===== config.mk =====
export PLATFORM = sky130hd
export DESIGN_NAME = interact_regbank
export DESIGN_NICKNAME = d
export VERILOG_FILES = /design/src/rtl/interact_pkg.sv /design/src/rtl/interact_reset_seq.sv /design/src/rtl/interact_regbank.sv
export SDC_FILE = /design/constraint.sdc
export NUM_CORES = 1
export LEC_CHECK = 0
export BUFFER_PORTS_ARGS = -buffer_cell sky130_fd_sc_hd__buf_2
export CAP_MARGIN = 40
export CORE_MARGIN = 2
export CORE_UTILIZATION = 48
export CTS_BUF_LIST = sky130_fd_sc_hd__clkbuf_8 sky130_fd_sc_hd__clkbuf_16
export CTS_CLUSTER_SIZE = 30
export DETAILED_ROUTE_END_ITERATION = 7
export PLACE_DENSITY = 0.76
export SETUP_SLACK_MARGIN = 0.3
export SYNTH_ARGS = -nofsm -noshare
export SYNTH_HDL_FRONTEND = slang
export SYNTH_SLANG_ARGS = --single-unit

===== constraint.sdc =====
create_clock -name clk_74a -period 11.9 [get_ports clk_74a]
set_input_delay 1.19 -clock clk_74a [delete_from_list [all_inputs] [get_ports clk_74a]]
set_output_delay 1.19 -clock clk_74a [all_outputs]
set_load 0.05 [all_outputs]

===== src/rtl/interact_pkg.sv =====
// Shared types and constants for the interact register bank: sequencer
// states, control-slot offsets, control/status bit positions and a helper
// that packs the status word.
package interact_pkg;

   // Core-reset sequencer states
   typedef enum logic [0:0] {
      ST_HOLD = 1'b0,
      ST_RUN  = 1'b1
   } seq_state_e;

   // Byte offsets inside slot 0
   localparam logic [31:0] OFF_CTRL  = 32'h0000_0000;
   localparam logic [31:0] OFF_DIRTY = 32'h0000_0004;

   // Control write: bit that requests a core reset
   localparam int unsigned CTRL_RESET_BIT = 0;

   // Status read: bit positions
   localparam int unsigned STAT_BOOT_DONE_BIT = 0;
   localparam int unsigned STAT_RESET_SW_BIT  = 1;

   // Pack the slot-0 status word from the sequencer outputs
   function automatic logic [31:0] ctrl_status(input logic rst_held, input logic booted);
      logic [31:0] word;
      word                     = 32'h0000_0000;
      word[STAT_BOOT_DONE_BIT] = booted;
      word[STAT_RESET_SW_BIT]  = rst_held;
      return word;
   endfunction

endpackage


===== src/rtl/interact_reset_seq.sv =====
// Retriggerable core-reset sequencer. Holds reset_sw high for exactly
// RESET_CYCLES cycles after the most recent trigger (or after bridge reset),
// then releases it and latches the sticky boot_done flag.
module interact_reset_seq
   import interact_pkg::*;
#(
   parameter int unsigned RESET_CYCLES = 8000
) (
   input  logic clk_74a,
   input  logic reset,
   input  logic trigger,
   output logic reset_sw,
   output logic boot_done
);

   localparam int unsigned     CNT_W    = (RESET_CYCLES > 1) ? $clog2(RESET_CYCLES) : 1;
   localparam logic [CNT_W-1:0] CNT_LOAD = CNT_W'(RESET_CYCLES - 1);
   localparam logic [CNT_W-1:0] CNT_ONE  = CNT_W'(1);
   localparam logic [CNT_W-1:0] CNT_ZERO = CNT_W'(0);

   seq_state_e       state_q, state_d;
   logic [CNT_W-1:0] cnt_q, cnt_d;
   logic             reset_sw_q, reset_sw_d;
   logic             boot_done_q, boot_done_d;

   // Next-state logic: a trigger always (re)starts a full hold, even on the expiry cycle
   always_comb begin
      state_d     = state_q;
      cnt_d       = cnt_q;
      reset_sw_d  = reset_sw_q;
      boot_done_d = boot_done_q;
      if (trigger) begin
         state_d    = ST_HOLD;
         cnt_d      = CNT_LOAD;
         reset_sw_d = 1'b1;
      end else begin
         case (state_q)
            ST_HOLD: begin
               if (cnt_q == CNT_ZERO) begin
                  state_d     = ST_RUN;
                  reset_sw_d  = 1'b0;
                  boot_done_d = 1'b1;
               end else begin
                  cnt_d      = cnt_q - CNT_ONE;
                  reset_sw_d = 1'b1;
               end
            end
            ST_RUN: begin
               reset_sw_d = 1'b0;
            end
            default: begin
               state_d    = ST_HOLD;
               cnt_d      = CNT_LOAD;
               reset_sw_d = 1'b1;
            end
         endcase
      end
   end

   // Sequencer registers; bridge reset starts the power-on hold
   always_ff @(posedge clk_74a or posedge reset) begin
      if (reset) begin
         state_q     <= ST_HOLD;
         cnt_q       <= CNT_LOAD;
         reset_sw_q  <= 1'b1;
         boot_done_q <= 1'b0;
      end else begin
         state_q     <= state_d;
         cnt_q       <= cnt_d;
         reset_sw_q  <= reset_sw_d;
         boot_done_q <= boot_done_d;
      end
   end

   assign reset_sw  = reset_sw_q;
   assign boot_done = boot_done_q;

endmodule


===== src/rtl/interact_regbank.sv =====
// APF bridge register bank: NUM_REGS-1 generic 32-bit slots plus a
// control/status slot 0 with a clear-on-read DIRTY word, per-slot write
// strobes and a retriggerable core-reset sequencer. Single clock domain.
module interact_regbank
   import interact_pkg::*;
#(
   parameter int unsigned            NUM_REGS     = 12,
   parameter logic [31:0]            BASE_ADDR    = 32'hF000_0000,
   parameter int unsigned            SLOT_SHIFT   = 24,
   parameter logic [31:0]            RESET_MASK   = 32'h0000_0012,
   parameter int unsigned            RESET_CYCLES = 8000,
   parameter logic [NUM_REGS*32-1:0] INIT_VALUES  = '0
) (
   input  logic                     clk_74a,
   input  logic                     reset,
   input  logic [31:0]              bridge_addr,
   input  logic                     bridge_wr,
   input  logic [31:0]              bridge_wr_data,
   input  logic                     bridge_rd,
   output logic [31:0]              bridge_rd_data,
   output logic [NUM_REGS*32-1:0]   regs_out,
   output logic [NUM_REGS-1:0]      reg_wr_stb,
   output logic                     reset_sw,
   output logic                     boot_done
);

   localparam int unsigned IDX_W  = $clog2(NUM_REGS);
   localparam int unsigned HI_LSB = SLOT_SHIFT + IDX_W;

   // Address decode
   logic [IDX_W-1:0]      addr_idx_s;
   logic [SLOT_SHIFT-1:0] addr_off_s;
   logic                  base_ok_s;
   logic                  idx_ok_s;
   logic                  slot_hit_s;
   logic                  dirty_hit_s;
   logic [NUM_REGS-1:0]   sel_s;

   // Storage (slot 0 has no data register)
   logic [31:0]           regs_q [1:NUM_REGS-1];
   logic [31:0]           regs_d [1:NUM_REGS-1];
   logic [NUM_REGS-1:1]   dirty_q, dirty_d;
   logic [NUM_REGS-1:1]   dirty_clr_s;
   logic [NUM_REGS-1:0]   wr_stb_q, wr_stb_d;
   logic [31:0]           rd_data_q, rd_data_d;

   // Read helpers and sequencer interface
   logic [31:0]           rd_slot_val_s;
   logic [31:0]           dirty_word_s;
   logic                  trigger_s;
   logic                  seq_reset_sw_s;
   logic                  seq_boot_done_s;

   assign addr_idx_s  = bridge_addr[HI_LSB-1:SLOT_SHIFT];
   assign addr_off_s  = bridge_addr[SLOT_SHIFT-1:0];
   assign base_ok_s   = (bridge_addr[31:HI_LSB] == BASE_ADDR[31:HI_LSB]);
   assign idx_ok_s    = (32'(addr_idx_s) < NUM_REGS);
   assign slot_hit_s  = base_ok_s && idx_ok_s && (32'(addr_off_s) == OFF_CTRL);
   assign dirty_hit_s = base_ok_s && (addr_idx_s == '0) && (32'(addr_off_s) == OFF_DIRTY);

   // One-hot slot select for offset-0 hits
   always_comb begin
      sel_s = '0;
      for (int unsigned k = 0; k < NUM_REGS; k++) begin
         sel_s[k] = slot_hit_s && (32'(addr_idx_s) == k);
      end
   end

   // Core reset is requested by a CTRL write with the reset bit, or a write to a masked slot
   assign trigger_s = bridge_wr &&
                      ((sel_s[0] && bridge_wr_data[CTRL_RESET_BIT]) ||
                       (|(sel_s[NUM_REGS-1:1] & RESET_MASK[NUM_REGS-1:1])));

   // Read mux over the generic slots
   always_comb begin
      rd_slot_val_s = 32'h0000_0000;
      for (int unsigned k = 1; k < NUM_REGS; k++) begin
         rd_slot_val_s = rd_slot_val_s | (sel_s[k] ? regs_q[k] : 32'h0000_0000);
      end
   end

   // DIRTY word: flag k at bit k, bit 0 always zero
   always_comb begin
      dirty_word_s = 32'h0000_0000;
      for (int unsigned k = 1; k < NUM_REGS; k++) begin
         dirty_word_s[k] = dirty_q[k];
      end
   end

   // Read response; a DIRTY read clears exactly the flags it returns
   always_comb begin
      rd_data_d   = rd_data_q;
      dirty_clr_s = '0;
      if (bridge_rd && slot_hit_s) begin
         if (sel_s[0]) begin
            rd_data_d = ctrl_status(seq_reset_sw_s, seq_boot_done_s);
         end else begin
            rd_data_d = rd_slot_val_s;
         end
      end else if (bridge_rd && dirty_hit_s) begin
         rd_data_d   = dirty_word_s;
         dirty_clr_s = dirty_q;
      end else begin
         rd_data_d   = rd_data_q;
         dirty_clr_s = '0;
      end
   end

   // Slot writes, strobes and dirty flags; a new write outranks a same-cycle clear
   always_comb begin
      wr_stb_d = {NUM_REGS{bridge_wr}} & sel_s;
      dirty_d  = '0;
      for (int unsigned k = 1; k < NUM_REGS; k++) begin
         regs_d[k]  = (bridge_wr && sel_s[k]) ? bridge_wr_data : regs_q[k];
         dirty_d[k] = (dirty_q[k] && !dirty_clr_s[k]) || (bridge_wr && sel_s[k]);
      end
   end

   // Bank registers with asynchronous reset to the configured initial values
   always_ff @(posedge clk_74a or posedge reset) begin
      if (reset) begin
         for (int unsigned k = 1; k < NUM_REGS; k++) begin
            regs_q[k] <= INIT_VALUES[k*32 +: 32];
         end
         dirty_q   <= '0;
         wr_stb_q  <= '0;
         rd_data_q <= 32'h0000_0000;
      end else begin
         regs_q    <= regs_d;
         dirty_q   <= dirty_d;
         wr_stb_q  <= wr_stb_d;
         rd_data_q <= rd_data_d;
      end
   end

   interact_reset_seq #(
      .RESET_CYCLES (RESET_CYCLES)
   ) u_reset_seq (
      .clk_74a   (clk_74a),
      .reset     (reset),
      .trigger   (trigger_s),
      .reset_sw  (seq_reset_sw_s),
      .boot_done (seq_boot_done_s)
   );

   assign regs_out[31:0] = 32'h0000_0000;
   for (genvar g = 1; g < NUM_REGS; g++) begin : g_regs_out
      assign regs_out[g*32 +: 32] = regs_q[g];
   end

   assign bridge_rd_data = rd_data_q;
   assign reg_wr_stb     = wr_stb_q;
   assign reset_sw       = seq_reset_sw_s;
   assign boot_done      = seq_boot_done_s;

endmodule


==> results.py <==
metrics = {
    "run_status": {
        "outcome": "complete, no violations",
    },
    "die": {
        "start_util": 0.489,
        "die_area_mm2": 0.0424,
        "dieWidth_um": 206,
        "die_h_um": 206,
        "core_mm2": 0.0400,
        "rows": 73,
        "io_pins": 498,
    },
    "sta": {
        "tns_ns": 0,
        "fin_worst_skew_ns": 0.00834,
        "fin_crit_ns": 4.21,
        "max_freq_mhz": 238,
        "finalCritPeriodShare": 0.354,
        "slew_headroom": 0.367,
        "tightestPinTransition_ns": 0.948,
        "maxSlewViolCount": 0,
        "hold_viol": 0,
        "setup_viol": 0,
        "rsz0062_at_grt": "false",
    },
    "power_and_ir_drop": {
        "vdd_drop_max_v": 0.000110,
        "p_per_area_mw_per_mm2": 127,
        "p_leak_nw": 13.0,
    },
    "detailed_routing": {
        "postRouteWirelength_mm": 80.4,
        "vias": 16700,
        "viasPerCell": 6.40,
        "drt_first_pass_iters": 6,
        "drt_iter0_drc": 1632,
        "drc": 0,
        "post_drt_wl_per_cell_um": 30.8,
        "ant_nets": 0,
    },
    "logic_synthesis": {
        "ys_types": 79,
        "ys_top_cells_by_count": "dfrtp_1, mux2_2, nand2_1",
        "ys_seq_elements": 423,
        "yosysMostFrequentCell": "dfrtp_1",
        "syn_inst": 1622,
        "avgSynthCellArea_um2": 12.1,
        "ys_seq_area_frac": 0.542,
        "synthTopCellsByArea": "dfrtp_1, mux2_2, nand2_1",
        "synth-async-reset-ratio": 1.00,
        "synth_flop_cell": "dfrtp_1",
        "synth.top_cell.area_share": 0.526,
        "yosysWarnings": 0,
        "synth_area_leader_cell": "dfrtp_1",
        "synth_edf_count": 0,
        "synth_area_mm2": 0.0196,
    },
    "global_routing": {
        "grt_pass1_vias": 16800,
        "grt_max_degree": 68,
        "grt_usage": 0.375,
        "grt_pass1_wl_mm": 114,
        "grt-ovfl-total": 0,
        "grt_antenna_before_repair": 4,
    },
    "clocking": {
        "clock-sinks": 423,
        "htreeDepth": 2,
        "root_buffer": "clkbuf_16",
        "holdBufCountCts": 0,
        "cts_resized": 0,
        "cts_tree": "yes",
        "post-cts-setup-buffers": 0,
        "path_clk_slew_ns": 0.06,
        "clk_path_buf_depth": 3,
        "cts_buffers": 45,
        "clk-insertion-delay-late_ns": 0.58,
    },
    "setup_path": {
        "criticalPathCategory": "in2reg",
        "critPathMaxFanout": 20,
        "r2r_cells": 6,
        "timing.rr.start": "u_reset_seq.cnt_q[7]",
        "r2r_end": "u_reset_seq.cnt_q[7]",
        "rrSetupSlack_ns": 9.57,
        "cp.arrival_ns": 4.66,
        "critPathLaunchType": "primary input",
        "end_kind": "flop",
        "required_ns": 12.36,
        "crit_path_start": "bridge_addr[27]",
    },
    "placed_design": {
        "dpl_cell_area_mm2": 0.0226,
        "place_congestion": 0.930,
        "port_buffers": 465,
        "dp_hpwl_mm": 56.2,
    },
    "worst_hold_path": {
        "min_to": "dirty_q[8]",
        "min_from": "dirty_q[8]",
        "hold_path_class": "reg2reg",
        "worstHoldPathCells": 2,
    },
    "finish": {
        "area_growth_pct": 23.3,
        "final_layout_size_suffix_gt1_frac": 0.469,
        "layout.nets": 2122,
        "stdcell_area_mm2": 0.0241,
        "finish.utilization": 0.603,
    },
    "flow_run": {
        "drv_cap": 0,
    },
}
## critical path, cell delays in order
cell,delay [ns]
buf_2,0.27
buf_4,0.34
nor2b_4,0.39
buf_4,0.37
nand2_1,0.22
nor2_1,0.29
nand3_2,0.64
buf_4,0.55
mux2_2,0.33
## per-stage QoR
stage | std cells | setup slack, ns | hold WS (ns) | power [mW]
finish | 2614 | 7.69 | 0.477 | 3.06
global route | 2614 | 7.61 | 0.498 | 3.14
CTS | 2613 | 7.84 | 0.477 | 3.07
detailed placement | 2531 | 7.25 | 0.464 | 1.62
global placement | 2517 | 7.34 | 0.450 | 1.61
floorplan | 1653 | 5.01 | 0.439 | 1.56
## layer usage
metal	part of all wire	track usage	wire [um]	vias up
met4	0.055	0.197	4390	2
met1	0.36	0.473	29300	8473
li1	-	-	-	6727
met2	0.47	0.605	38000	1241
met3	0.11	0.0841	8680	291
met5	0.00016	0	13	-
## layout make-up
cell class                      instances  area (um^2)
Fill cell                            3284        15900
Sequential cell                       423        10600
Multi-Input combinational cell       1052         8360
Timing Repair Buffer                  523         2900
Clock buffer                           59         1340
Tap cell                              525          657
Clock inverter                         23          211
Inverter                                8         33.8
Antenna cell                            1         2.50
## worst max-delay path by stage
stage	endpoint	slack, ns	depth (start not counted)
2_1_floorplan	bridge_rd_data[0]	5.01	1
3_3_place_gp	regs_out[223]	7.34	9
3_5_place_dp	regs_out[288]	7.25	7
4_1_cts	regs_out[288]	7.84	7
5_1_grt	regs_out[192]	7.61	7
6_report	regs_out[192]	7.69	9
## placed cells by master, fill, tap and decap left out, drive strengths merged, types with 10 or more instances in the layout
cell type | netlist | routed
nand2 | 178 | 178
a211oi | 10 | 10
o21ai | 37 | 37
dfstp | 12 | 12
nor2b | 11 | 11
nor2 | 39 | 39
mux2 | 340 | 340
clkbuf | 87 | 59
nor3 | 23 | 23
nand3 | 51 | 51
conb | 1 | 32
a22o | 12 | 12
dfrtp | 411 | 411
mux2i | 39 | 39
nor4 | 19 | 19
a222oi | 10 | 10
nand4 | 19 | 19
a32oi | 11 | 11
a22oi | 34 | 34
inv | 7 | 17
a21oi | 29 | 29
buf | 83 | 523
and3 | 13 | 13
## flip-flops by register name (all words and copies together), names as in the netlist
| register | cells |
|---|---|
| bridge_rd_data | 32 |
| dirty_q | 11 |
| reg_wr_stb | 12 |
| regs_out | 352 |
| u_reset_seq.boot_done | 1 |
| u_reset_seq.cnt_q | 13 |
| u_reset_seq.reset_sw | 1 |
| u_reset_seq.state_q | 1 |
## power breakdown
group          switching (mW)  total [mW]  internal (mW)
Sequential       0.0000000135        1.44           1.44
Combinational           0.128       0.155         0.0274
Clock                   0.596        1.47          0.875
Total                   0.724        3.06           2.34
## cells by family after synthesis
logic type / Yosys count / share of synthesized area
AO/OA/AOI/OAI: 223 / 0.0843
buffers and inverters: 178 / 0.0424
adder cells (fa/ha/maj): 1 / 0.000640
XOR/XNOR: 9 / 0.00403
other: 1 / 0.000192
multiplexers: 385 / 0.223
AND/OR/NAND/NOR: 402 / 0.104
flip-flops: 423 / 0.542
Power figures use the tool's default switching activity.
